<file path="src/rtl/axi_lite_arbiter_2to1_if.sv">
// AXI-lite channel bundle (aw/w/b/ar/r) shared by requesters and the target.
// Latency: none, pure wiring.
// Backpressure: carries plain valid/ready pairs on every channel.
interface axi_lite_arbiter_2to1_if #(
  parameter int DATA_WIDTH = 32,
  parameter int ADDR_WIDTH = 8,
  parameter int RESP_WIDTH = 3
);
  logic [ADDR_WIDTH-1:0]   awaddr;
  logic                    awvalid;
  logic                    awready;
  logic [DATA_WIDTH-1:0]   wdata;
  logic [DATA_WIDTH/8-1:0] wstrb;
  logic                    wvalid;
  logic                    wready;
  logic [RESP_WIDTH-1:0]   bresp;
  logic                    bvalid;
  logic                    bready;
  logic [ADDR_WIDTH-1:0]   araddr;
  logic                    arvalid;
  logic                    arready;
  logic [DATA_WIDTH-1:0]   rdata;
  logic [RESP_WIDTH-1:0]   rresp;
  logic                    rvalid;
  logic                    rready;

  // Issuer of transactions.
  modport master (
    output awaddr, awvalid, input awready,
    output wdata, wstrb, wvalid, input wready,
    input  bresp, bvalid, output bready,
    output araddr, arvalid, input arready,
    input  rdata, rresp, rvalid, output rready
  );

  // Responder to transactions.
  modport slave (
    input  awaddr, awvalid, output awready,
    input  wdata, wstrb, wvalid, output wready,
    output bresp, bvalid, input bready,
    input  araddr, arvalid, output arready,
    output rdata, rresp, rvalid, input rready
  );
endinterface

</file>
<file path="src/rtl/axi_lite_arbiter_2to1.sv">
// Round-robin 2:1 AXI-lite arbiter, independent write and read paths, one outstanding each.
// Latency: request sampled -> upstream ready +1, target valid +2, target ready +3, reply +4.
// Backpressure: each phase holds its valid/ready until handshake; all outputs registered.
module axi_lite_arbiter_2to1 #(
  parameter int DATA_WIDTH = 32,
  parameter int ADDR_WIDTH = 8,
  parameter int RESP_WIDTH = 3
) (
  input  logic                   axi_aclk,
  input  logic                   axi_aresetn,
  axi_lite_arbiter_2to1_if.slave  s0,
  axi_lite_arbiter_2to1_if.slave  s1,
  axi_lite_arbiter_2to1_if.master m0,
  output logic [1:0]             wr_grant,
  output logic [1:0]             rd_grant
);

  typedef enum logic [2:0] {W_IDLE, W_ACCEPT, W_ISSUE, W_RESP, W_REPLY} wr_state_t;
  typedef enum logic [2:0] {R_IDLE, R_ACCEPT, R_ISSUE, R_DATA, R_REPLY} rd_state_t;

  // Write path state
  wr_state_t               wr_state;
  logic                    wr_ptr;
  logic [1:0]              w_acc;
  logic                    m_awvalid, m_wvalid, m_bready;
  logic [ADDR_WIDTH-1:0]   m_awaddr;
  logic [DATA_WIDTH-1:0]   m_wdata;
  logic [DATA_WIDTH/8-1:0] m_wstrb;
  logic [RESP_WIDTH-1:0]   bresp_q;
  logic [1:0]              s_bvalid;

  // Read path state
  rd_state_t               rd_state;
  logic                    rd_ptr;
  logic [1:0]              r_acc;
  logic                    m_arvalid, m_rready;
  logic [ADDR_WIDTH-1:0]   m_araddr;
  logic [DATA_WIDTH-1:0]   rdata_q;
  logic [RESP_WIDTH-1:0]   rresp_q;
  logic [1:0]              s_rvalid;

  // A write is only eligible once both address and data are offered together.
  logic w_elig0, w_elig1, w_pick, w_own, w_bready;
  logic r_elig0, r_elig1, r_pick, r_own, r_rready;

  assign w_elig0  = s0.awvalid & s0.wvalid;
  assign w_elig1  = s1.awvalid & s1.wvalid;
  assign w_pick   = (w_elig0 & w_elig1) ? wr_ptr : w_elig1;
  assign w_own    = wr_grant[1];
  assign w_bready = w_own ? s1.bready : s0.bready;

  assign r_elig0  = s0.arvalid;
  assign r_elig1  = s1.arvalid;
  assign r_pick   = (r_elig0 & r_elig1) ? rd_ptr : r_elig1;
  assign r_own    = rd_grant[1];
  assign r_rready = r_own ? s1.rready : s0.rready;

  // Write FSM: grant, accept, issue aw/w independently, collect b, reply to owner.
  always_ff @(posedge axi_aclk or negedge axi_aresetn) begin
    if (!axi_aresetn) begin
      wr_state  <= W_IDLE;
      wr_ptr    <= 1'b0;
      wr_grant  <= 2'b00;
      w_acc     <= 2'b00;
      m_awvalid <= 1'b0;
      m_wvalid  <= 1'b0;
      m_bready  <= 1'b0;
      m_awaddr  <= '0;
      m_wdata   <= '0;
      m_wstrb   <= '0;
      bresp_q   <= '0;
      s_bvalid  <= 2'b00;
    end else begin
      case (wr_state)
        W_IDLE: if (w_elig0 | w_elig1) begin
          wr_grant <= w_pick ? 2'b10 : 2'b01;
          w_acc    <= w_pick ? 2'b10 : 2'b01;
          wr_state <= W_ACCEPT;
        end
        W_ACCEPT: begin
          w_acc     <= 2'b00;
          m_awaddr  <= w_own ? s1.awaddr : s0.awaddr;
          m_wdata   <= w_own ? s1.wdata  : s0.wdata;
          m_wstrb   <= w_own ? s1.wstrb  : s0.wstrb;
          m_awvalid <= 1'b1;
          m_wvalid  <= 1'b1;
          wr_state  <= W_ISSUE;
        end
        W_ISSUE: begin
          if (m0.awready) m_awvalid <= 1'b0;
          if (m0.wready)  m_wvalid  <= 1'b0;
          if ((!m_awvalid || m0.awready) && (!m_wvalid || m0.wready)) begin
            m_bready <= 1'b1;
            wr_state <= W_RESP;
          end
        end
        W_RESP: if (m0.bvalid) begin
          bresp_q  <= m0.bresp;
          m_bready <= 1'b0;
          s_bvalid <= wr_grant;
          wr_state <= W_REPLY;
        end
        W_REPLY: if (w_bready) begin
          s_bvalid <= 2'b00;
          wr_ptr   <= ~w_own;
          wr_grant <= 2'b00;
          wr_state <= W_IDLE;
        end
        default: wr_state <= W_IDLE;
      endcase
    end
  end

  // Read FSM: same shape as the write path with a single address channel.
  always_ff @(posedge axi_aclk or negedge axi_aresetn) begin
    if (!axi_aresetn) begin
      rd_state  <= R_IDLE;
      rd_ptr    <= 1'b0;
      rd_grant  <= 2'b00;
      r_acc     <= 2'b00;
      m_arvalid <= 1'b0;
      m_rready  <= 1'b0;
      m_araddr  <= '0;
      rdata_q   <= '0;
      rresp_q   <= '0;
      s_rvalid  <= 2'b00;
    end else begin
      case (rd_state)
        R_IDLE: if (r_elig0 | r_elig1) begin
          rd_grant <= r_pick ? 2'b10 : 2'b01;
          r_acc    <= r_pick ? 2'b10 : 2'b01;
          rd_state <= R_ACCEPT;
        end
        R_ACCEPT: begin
          r_acc     <= 2'b00;
          m_araddr  <= r_own ? s1.araddr : s0.araddr;
          m_arvalid <= 1'b1;
          rd_state  <= R_ISSUE;
        end
        R_ISSUE: if (m0.arready) begin
          m_arvalid <= 1'b0;
          m_rready  <= 1'b1;
          rd_state  <= R_DATA;
        end
        R_DATA: if (m0.rvalid) begin
          rdata_q  <= m0.rdata;
          rresp_q  <= m0.rresp;
          m_rready <= 1'b0;
          s_rvalid <= rd_grant;
          rd_state <= R_REPLY;
        end
        R_REPLY: if (r_rready) begin
          s_rvalid <= 2'b00;
          rd_ptr   <= ~r_own;
          rd_grant <= 2'b00;
          rd_state <= R_IDLE;
        end
        default: rd_state <= R_IDLE;
      endcase
    end
  end

  // Both requesters see the same captured response; only the owner gets valid.
  assign s0.awready = w_acc[0];
  assign s0.wready  = w_acc[0];
  assign s1.awready = w_acc[1];
  assign s1.wready  = w_acc[1];
  assign s0.bvalid  = s_bvalid[0];
  assign s1.bvalid  = s_bvalid[1];
  assign s0.bresp   = bresp_q;
  assign s1.bresp   = bresp_q;
  assign s0.arready = r_acc[0];
  assign s1.arready = r_acc[1];
  assign s0.rvalid  = s_rvalid[0];
  assign s1.rvalid  = s_rvalid[1];
  assign s0.rdata   = rdata_q;
  assign s1.rdata   = rdata_q;
  assign s0.rresp   = rresp_q;
  assign s1.rresp   = rresp_q;

  assign m0.awaddr  = m_awaddr;
  assign m0.awvalid = m_awvalid;
  assign m0.wdata   = m_wdata;
  assign m0.wstrb   = m_wstrb;
  assign m0.wvalid  = m_wvalid;
  assign m0.bready  = m_bready;
  assign m0.araddr  = m_araddr;
  assign m0.arvalid = m_arvalid;
  assign m0.rready  = m_rready;

endmodule

</file>
<file path="src/flat_wrapper.sv">
// flat-port wrapper written by rule: the top's interface ports become plain ports
module axi_lite_arbiter_2to1_flat 
#(
  parameter int DATA_WIDTH = 32,
  parameter int ADDR_WIDTH = 8,
  parameter int RESP_WIDTH = 3
)
  (axi_aclk, axi_aresetn, wr_grant, rd_grant, s0_awaddr, s0_awvalid, s0_awready, s0_wdata, s0_wstrb, s0_wvalid, s0_wready, s0_bresp, s0_bvalid, s0_bready, s0_araddr, s0_arvalid, s0_arready, s0_rdata, s0_rresp, s0_rvalid, s0_rready, s1_awaddr, s1_awvalid, s1_awready, s1_wdata, s1_wstrb, s1_wvalid, s1_wready, s1_bresp, s1_bvalid, s1_bready, s1_araddr, s1_arvalid, s1_arready, s1_rdata, s1_rresp, s1_rvalid, s1_rready, m0_awaddr, m0_awvalid, m0_awready, m0_wdata, m0_wstrb, m0_wvalid, m0_wready, m0_bresp, m0_bvalid, m0_bready, m0_araddr, m0_arvalid, m0_arready, m0_rdata, m0_rresp, m0_rvalid, m0_rready);
  axi_lite_arbiter_2to1_if #(.DATA_WIDTH(DATA_WIDTH), .ADDR_WIDTH(ADDR_WIDTH), .RESP_WIDTH(RESP_WIDTH)) s0_i ();
  axi_lite_arbiter_2to1_if #(.DATA_WIDTH(DATA_WIDTH), .ADDR_WIDTH(ADDR_WIDTH), .RESP_WIDTH(RESP_WIDTH)) s1_i ();
  axi_lite_arbiter_2to1_if #(.DATA_WIDTH(DATA_WIDTH), .ADDR_WIDTH(ADDR_WIDTH), .RESP_WIDTH(RESP_WIDTH)) m0_i ();
  input  logic axi_aclk;
  input  logic axi_aresetn;
  output logic [1:0] wr_grant;
  output logic [1:0] rd_grant;
  input wire logic [$bits(s0_i.awaddr)-1:0] s0_awaddr;
  input wire logic [$bits(s0_i.awvalid)-1:0] s0_awvalid;
  output wire logic [$bits(s0_i.awready)-1:0] s0_awready;
  input wire logic [$bits(s0_i.wdata)-1:0] s0_wdata;
  input wire logic [$bits(s0_i.wstrb)-1:0] s0_wstrb;
  input wire logic [$bits(s0_i.wvalid)-1:0] s0_wvalid;
  output wire logic [$bits(s0_i.wready)-1:0] s0_wready;
  output wire logic [$bits(s0_i.bresp)-1:0] s0_bresp;
  output wire logic [$bits(s0_i.bvalid)-1:0] s0_bvalid;
  input wire logic [$bits(s0_i.bready)-1:0] s0_bready;
  input wire logic [$bits(s0_i.araddr)-1:0] s0_araddr;
  input wire logic [$bits(s0_i.arvalid)-1:0] s0_arvalid;
  output wire logic [$bits(s0_i.arready)-1:0] s0_arready;
  output wire logic [$bits(s0_i.rdata)-1:0] s0_rdata;
  output wire logic [$bits(s0_i.rresp)-1:0] s0_rresp;
  output wire logic [$bits(s0_i.rvalid)-1:0] s0_rvalid;
  input wire logic [$bits(s0_i.rready)-1:0] s0_rready;
  input wire logic [$bits(s1_i.awaddr)-1:0] s1_awaddr;
  input wire logic [$bits(s1_i.awvalid)-1:0] s1_awvalid;
  output wire logic [$bits(s1_i.awready)-1:0] s1_awready;
  input wire logic [$bits(s1_i.wdata)-1:0] s1_wdata;
  input wire logic [$bits(s1_i.wstrb)-1:0] s1_wstrb;
  input wire logic [$bits(s1_i.wvalid)-1:0] s1_wvalid;
  output wire logic [$bits(s1_i.wready)-1:0] s1_wready;
  output wire logic [$bits(s1_i.bresp)-1:0] s1_bresp;
  output wire logic [$bits(s1_i.bvalid)-1:0] s1_bvalid;
  input wire logic [$bits(s1_i.bready)-1:0] s1_bready;
  input wire logic [$bits(s1_i.araddr)-1:0] s1_araddr;
  input wire logic [$bits(s1_i.arvalid)-1:0] s1_arvalid;
  output wire logic [$bits(s1_i.arready)-1:0] s1_arready;
  output wire logic [$bits(s1_i.rdata)-1:0] s1_rdata;
  output wire logic [$bits(s1_i.rresp)-1:0] s1_rresp;
  output wire logic [$bits(s1_i.rvalid)-1:0] s1_rvalid;
  input wire logic [$bits(s1_i.rready)-1:0] s1_rready;
  output wire logic [$bits(m0_i.awaddr)-1:0] m0_awaddr;
  output wire logic [$bits(m0_i.awvalid)-1:0] m0_awvalid;
  input wire logic [$bits(m0_i.awready)-1:0] m0_awready;
  output wire logic [$bits(m0_i.wdata)-1:0] m0_wdata;
  output wire logic [$bits(m0_i.wstrb)-1:0] m0_wstrb;
  output wire logic [$bits(m0_i.wvalid)-1:0] m0_wvalid;
  input wire logic [$bits(m0_i.wready)-1:0] m0_wready;
  input wire logic [$bits(m0_i.bresp)-1:0] m0_bresp;
  input wire logic [$bits(m0_i.bvalid)-1:0] m0_bvalid;
  output wire logic [$bits(m0_i.bready)-1:0] m0_bready;
  output wire logic [$bits(m0_i.araddr)-1:0] m0_araddr;
  output wire logic [$bits(m0_i.arvalid)-1:0] m0_arvalid;
  input wire logic [$bits(m0_i.arready)-1:0] m0_arready;
  input wire logic [$bits(m0_i.rdata)-1:0] m0_rdata;
  input wire logic [$bits(m0_i.rresp)-1:0] m0_rresp;
  input wire logic [$bits(m0_i.rvalid)-1:0] m0_rvalid;
  output wire logic [$bits(m0_i.rready)-1:0] m0_rready;
  assign s0_i.awaddr = s0_awaddr;
  assign s0_i.awvalid = s0_awvalid;
  assign s0_awready = s0_i.awready;
  assign s0_i.wdata = s0_wdata;
  assign s0_i.wstrb = s0_wstrb;
  assign s0_i.wvalid = s0_wvalid;
  assign s0_wready = s0_i.wready;
  assign s0_bresp = s0_i.bresp;
  assign s0_bvalid = s0_i.bvalid;
  assign s0_i.bready = s0_bready;
  assign s0_i.araddr = s0_araddr;
  assign s0_i.arvalid = s0_arvalid;
  assign s0_arready = s0_i.arready;
  assign s0_rdata = s0_i.rdata;
  assign s0_rresp = s0_i.rresp;
  assign s0_rvalid = s0_i.rvalid;
  assign s0_i.rready = s0_rready;
  assign s1_i.awaddr = s1_awaddr;
  assign s1_i.awvalid = s1_awvalid;
  assign s1_awready = s1_i.awready;
  assign s1_i.wdata = s1_wdata;
  assign s1_i.wstrb = s1_wstrb;
  assign s1_i.wvalid = s1_wvalid;
  assign s1_wready = s1_i.wready;
  assign s1_bresp = s1_i.bresp;
  assign s1_bvalid = s1_i.bvalid;
  assign s1_i.bready = s1_bready;
  assign s1_i.araddr = s1_araddr;
  assign s1_i.arvalid = s1_arvalid;
  assign s1_arready = s1_i.arready;
  assign s1_rdata = s1_i.rdata;
  assign s1_rresp = s1_i.rresp;
  assign s1_rvalid = s1_i.rvalid;
  assign s1_i.rready = s1_rready;
  assign m0_awaddr = m0_i.awaddr;
  assign m0_awvalid = m0_i.awvalid;
  assign m0_i.awready = m0_awready;
  assign m0_wdata = m0_i.wdata;
  assign m0_wstrb = m0_i.wstrb;
  assign m0_wvalid = m0_i.wvalid;
  assign m0_i.wready = m0_wready;
  assign m0_i.bresp = m0_bresp;
  assign m0_i.bvalid = m0_bvalid;
  assign m0_bready = m0_i.bready;
  assign m0_araddr = m0_i.araddr;
  assign m0_arvalid = m0_i.arvalid;
  assign m0_i.arready = m0_arready;
  assign m0_i.rdata = m0_rdata;
  assign m0_i.rresp = m0_rresp;
  assign m0_i.rvalid = m0_rvalid;
  assign m0_rready = m0_i.rready;
  axi_lite_arbiter_2to1 #(.DATA_WIDTH(DATA_WIDTH), .ADDR_WIDTH(ADDR_WIDTH), .RESP_WIDTH(RESP_WIDTH)) u_core (.axi_aclk(axi_aclk), .axi_aresetn(axi_aresetn), .s0(s0_i), .s1(s1_i), .m0(m0_i), .wr_grant(wr_grant), .rd_grant(rd_grant));
endmodule
</file>
<file path="config.mk">
export PLATFORM = sky130hd
export DESIGN_NAME = axi_lite_arbiter_2to1_flat
export DESIGN_NICKNAME = d
export VERILOG_FILES = /design/src/rtl/axi_lite_arbiter_2to1_if.sv /design/src/rtl/axi_lite_arbiter_2to1.sv /design/src/flat_wrapper.sv
export SDC_FILE = /design/constraint.sdc
export NUM_CORES = 1
export LEC_CHECK = 0
export CORE_MARGIN = 2
export CORE_UTILIZATION = 39
export CTS_BUF_LIST = sky130_fd_sc_hd__clkbuf_4 sky130_fd_sc_hd__clkbuf_8
export CTS_CLUSTER_DIAMETER = 40
export DETAILED_ROUTE_END_ITERATION = 8
export PLACE_DENSITY = 0.89
export SLEW_MARGIN = 20
export SYNTH_ARGS = -nofsm -noshare
export SYNTH_HDL_FRONTEND = slang
export SYNTH_SLANG_ARGS = --single-unit
</file>
<file path="constraint.sdc">
create_clock -name axi_aclk -period 1.6 [get_ports axi_aclk]
set_clock_uncertainty 0.05 [all_clocks]
set_input_delay 0.32 -clock axi_aclk [delete_from_list [all_inputs] [get_ports axi_aclk]]
set_output_delay 0.32 -clock axi_aclk [all_outputs]
set_load 0.01 [all_outputs]
</file>
==> metrics.yaml <==
placement:
  dp.cells: 905
  portBuffers: 305
  gp_congestion: 0.849
  hpwl_mm: 12.1
grt:
  grtUsageTotal_pct: 21.8
  overflow: 0
  grt_pass1_wl_mm: 24.8
  antenna_found_initial: 0
  grt_pass1_vias: 4963
  grt_max_degree: 86
hold_path:
  hold_class: "input pin to async pin"
layout:
  n_antenna_cell: 0
  fill_cells: 1058
  mostFrequentLayoutCell: "clkdlybuf4s50_1"
  area_delta_synth_final_pct: 61.8
  final_nets: 912
  final_cell_mix: "157 x clkdlybuf4s50_1, 146 x dlygate4sd2_1, 112 x dfrtp_1"
  drive_above_1_share_pct: 13.1
  fin_cells: 942
sta:
  final_max_slew_viol_count: 0
  period_needed_ns: 1.53
  timing.final.crit_share_pct: 95.4
  hold_viol: 0
  rsz0062_at_grt: "false"
  max_freq_mhz: 655
  tightest_slew_ns: 0.469
  slew-limit-headroom_pct: 68.7
  setup_viol: 0
floorplan:
  die_w_um: 121
  core-area_sq_um: 13300
  io_pins: 306
  start_util_pct: 40.0
  dieArea_sq_um: 14600
  dieHeight_um: 121
  rows: 42
clocking:
  clockBufferDepth: 2
  clock_sinks: 115
  cts_tree: "done"
  clock_latency_ns: 0.43
  root_buffer: "clkbuf_8"
  cts_buffers: 17
  htreeDepth: 4
  clk_pin_slew_ns: 0.07
route:
  vias: 4665
  detail_route.first_pass.iterations: 4
  detail_route.wl_per_cell_um: 17.1
  route.detailed.drc: 0
  vias_per_cell: 4.95
  drt_iter0_markers: 193
  ant_nets: 0
  totalWireLength_mm: 16.1
setup_path:
  reg2reg_slack_ns: 0.10
  crit_path_start_kind: "flop"
  crit_slowest_cell: "dfrtp_2"
  arrival_ns: 1.16
  r2r_cells: 3
  crit_path_end_kind: "output port"
  required_ns: 1.23
  path_class: "flop to output port"
  rr_startpoint: "u_core.rd_state[0]"
  path_max_fanout: 3
  cp_top_family: "flip-flops"
  crit_buf_inv: 1
  crit_chain: "dlygate4sd2_1"
  max_stage_delay_ns: 0.43
  reg2reg_to: "u_core.s0.rdata[20]"
yosys:
  synth_edf_count: 0
  synth_area_sq_um: 5320
  netlist_top_cells_area: "dfrtp_1 54%, mux2i_1 10%, mux2_2 8.3%"
  async_flop_share_pct: 100
  yosys_warnings: 0
  yosys_register_bits: 115
  syn-num-nets: 633
  yosysSeqAreaShare_pct: 54.1
  synthFlopType: "dfrtp_1"
  yosysUniqueCellTypes: 37
  avgSynthCellArea_sq_um: 11.2
  netlist_instances: 474
  synth_top_area_share_pct: 54.1
  netlist.top_cell.by_area: "dfrtp_1"
power_and_ir_drop:
  ir_drop_mv: 1.04
  p_total_mw: 15.6
  p_leak_nw: 3.84
  p_per_area_nw_per_um2: 1810
run_status:
  status: "finished, final reports clean"
run:
  cap_violations: 0
## routing by layer
metal	global-route usage (%)	part of all wire (%)
met1	23.1	37
met2	40.2	54
met3	6.60	7.2
met4	8.72	1.9
met5	0	0
## area by class of cell
class | instances | area (sq um) | area share [%]
Tap cell | 176 | 220 | 2.56
Multi-Input combinational cell | 286 | 1980 | 23.0
Clock buffer | 22 | 290 | 3.37
Timing Repair Buffer | 326 | 3080 | 35.8
Sequential cell | 115 | 2880 | 33.5
Clock inverter | 10 | 130 | 1.51
Inverter | 7 | 26.3 | 0.305
## stage by stage
step | hold slack [ns] | setup TNS, ns | instance area, sq um | util [%] | setup WS [ns]
after floorplan | -0.0256 | 0 | 5320 | - | 0.246
after global placement | 0.323 | -1.49 | 8330 | 62.6 | -0.0428
after detailed placement | 0.335 | -2.96 | 8330 | 62.6 | -0.0973
after CTS | 0.414 | 0 | 8580 | 64.5 | 0.0158
after global routing | 0.413 | 0 | 8610 | 64.8 | 0.00634
final | 0.439 | 0 | 8610 | 64.8 | 0.0738
## registers in the layout, summed over array words and instances (netlist names)
signal	cells
u_core.m0.wdata	32
u_core.wr_ptr	1
u_core.s0.bresp	3
u_core.s0.rresp	3
u_core.r_acc	2
u_core.s_rvalid	2
u_core.wr_state	3
u_core.m0.arvalid	1
u_core.m0.rready	1
u_core.m0.awvalid	1
u_core.m0.wstrb	4
u_core.rd_state	3
u_core.m0.bready	1
u_core.rd_ptr	1
u_core.m0.wvalid	1
u_core.s_bvalid	2
u_core.m0.araddr	8
u_core.m0.awaddr	8
u_core.rd_grant	2
u_core.s0.rdata	32
u_core.wr_grant	2
u_core.w_acc	2
## logic make-up after synthesis
logic type | Yosys count | share of synthesized area, %
DFF | 115 | 54.1
and+or+nand+nor | 102 | 9.26
buffers and inverters | 73 | 8.82
AOI/OAI and AO/OA | 92 | 9.64
muxes | 92 | 18.2
## worst register-to-register path, stage by stage, from the launching register on
cell and delay (ns):
dfrtp_1 0.50, nand4b_1 0.22, buf_12 0.23, mux2_2 0.38
## worst max path at each step
stage	from	to	slack [ns]	cells after the start
final	u_core.wr_grant[1]	wr_grant[1]	0.07	1
after global routing	u_core.wr_state[2]	u_core.m0.wdata[11]	0.006	5
after CTS	u_core.wr_state[2]	u_core.m0.wdata[20]	0.02	4
after detailed placement	m0_rvalid	u_core.s0.rdata[20]	-0.1	4
after global placement	m0_rvalid	u_core.s0.rdata[20]	-0.04	4
after floorplan	u_core.rd_state[1]	u_core.m0.araddr[0]	0.25	4
## cell usage after synthesis, types with 4 or more instances
master,number
nand2_1,13
mux2i_1,53
a31oi_1,4
buf_2,18
buf_4,46
o22ai_1,4
and3_1,4
nor2_1,57
a21oi_1,57
o21ai_0,14
dfrtp_1,115
nand2b_1,4
inv_1,7
nor2b_1,4
mux2_2,39
## power by group
part	internal (mW)	switching [mW]	leakage (nW)	total [mW]
Sequential	4.29	0.998	1.30	5.29
Clock	1.69	1.16	0.215	2.85
Combinational	3.81	3.67	2.32	7.48
Total	9.78	5.83	3.84	15.6
## repair_timing
| action | CTS | global route |
|---|---|---|
| setup endpoints to repair | 147 | 38 |
| cloned | 0 | 1 |
| buffers inserted | 1 | 2 |
| gates resized for setup | 150 | 3 |
| pin swaps | 0 | 1 |
| hold endpoints to repair | 115 | 0 |
| hold buffers | 1 | 0 |
(Power assumes the default switching activity.)
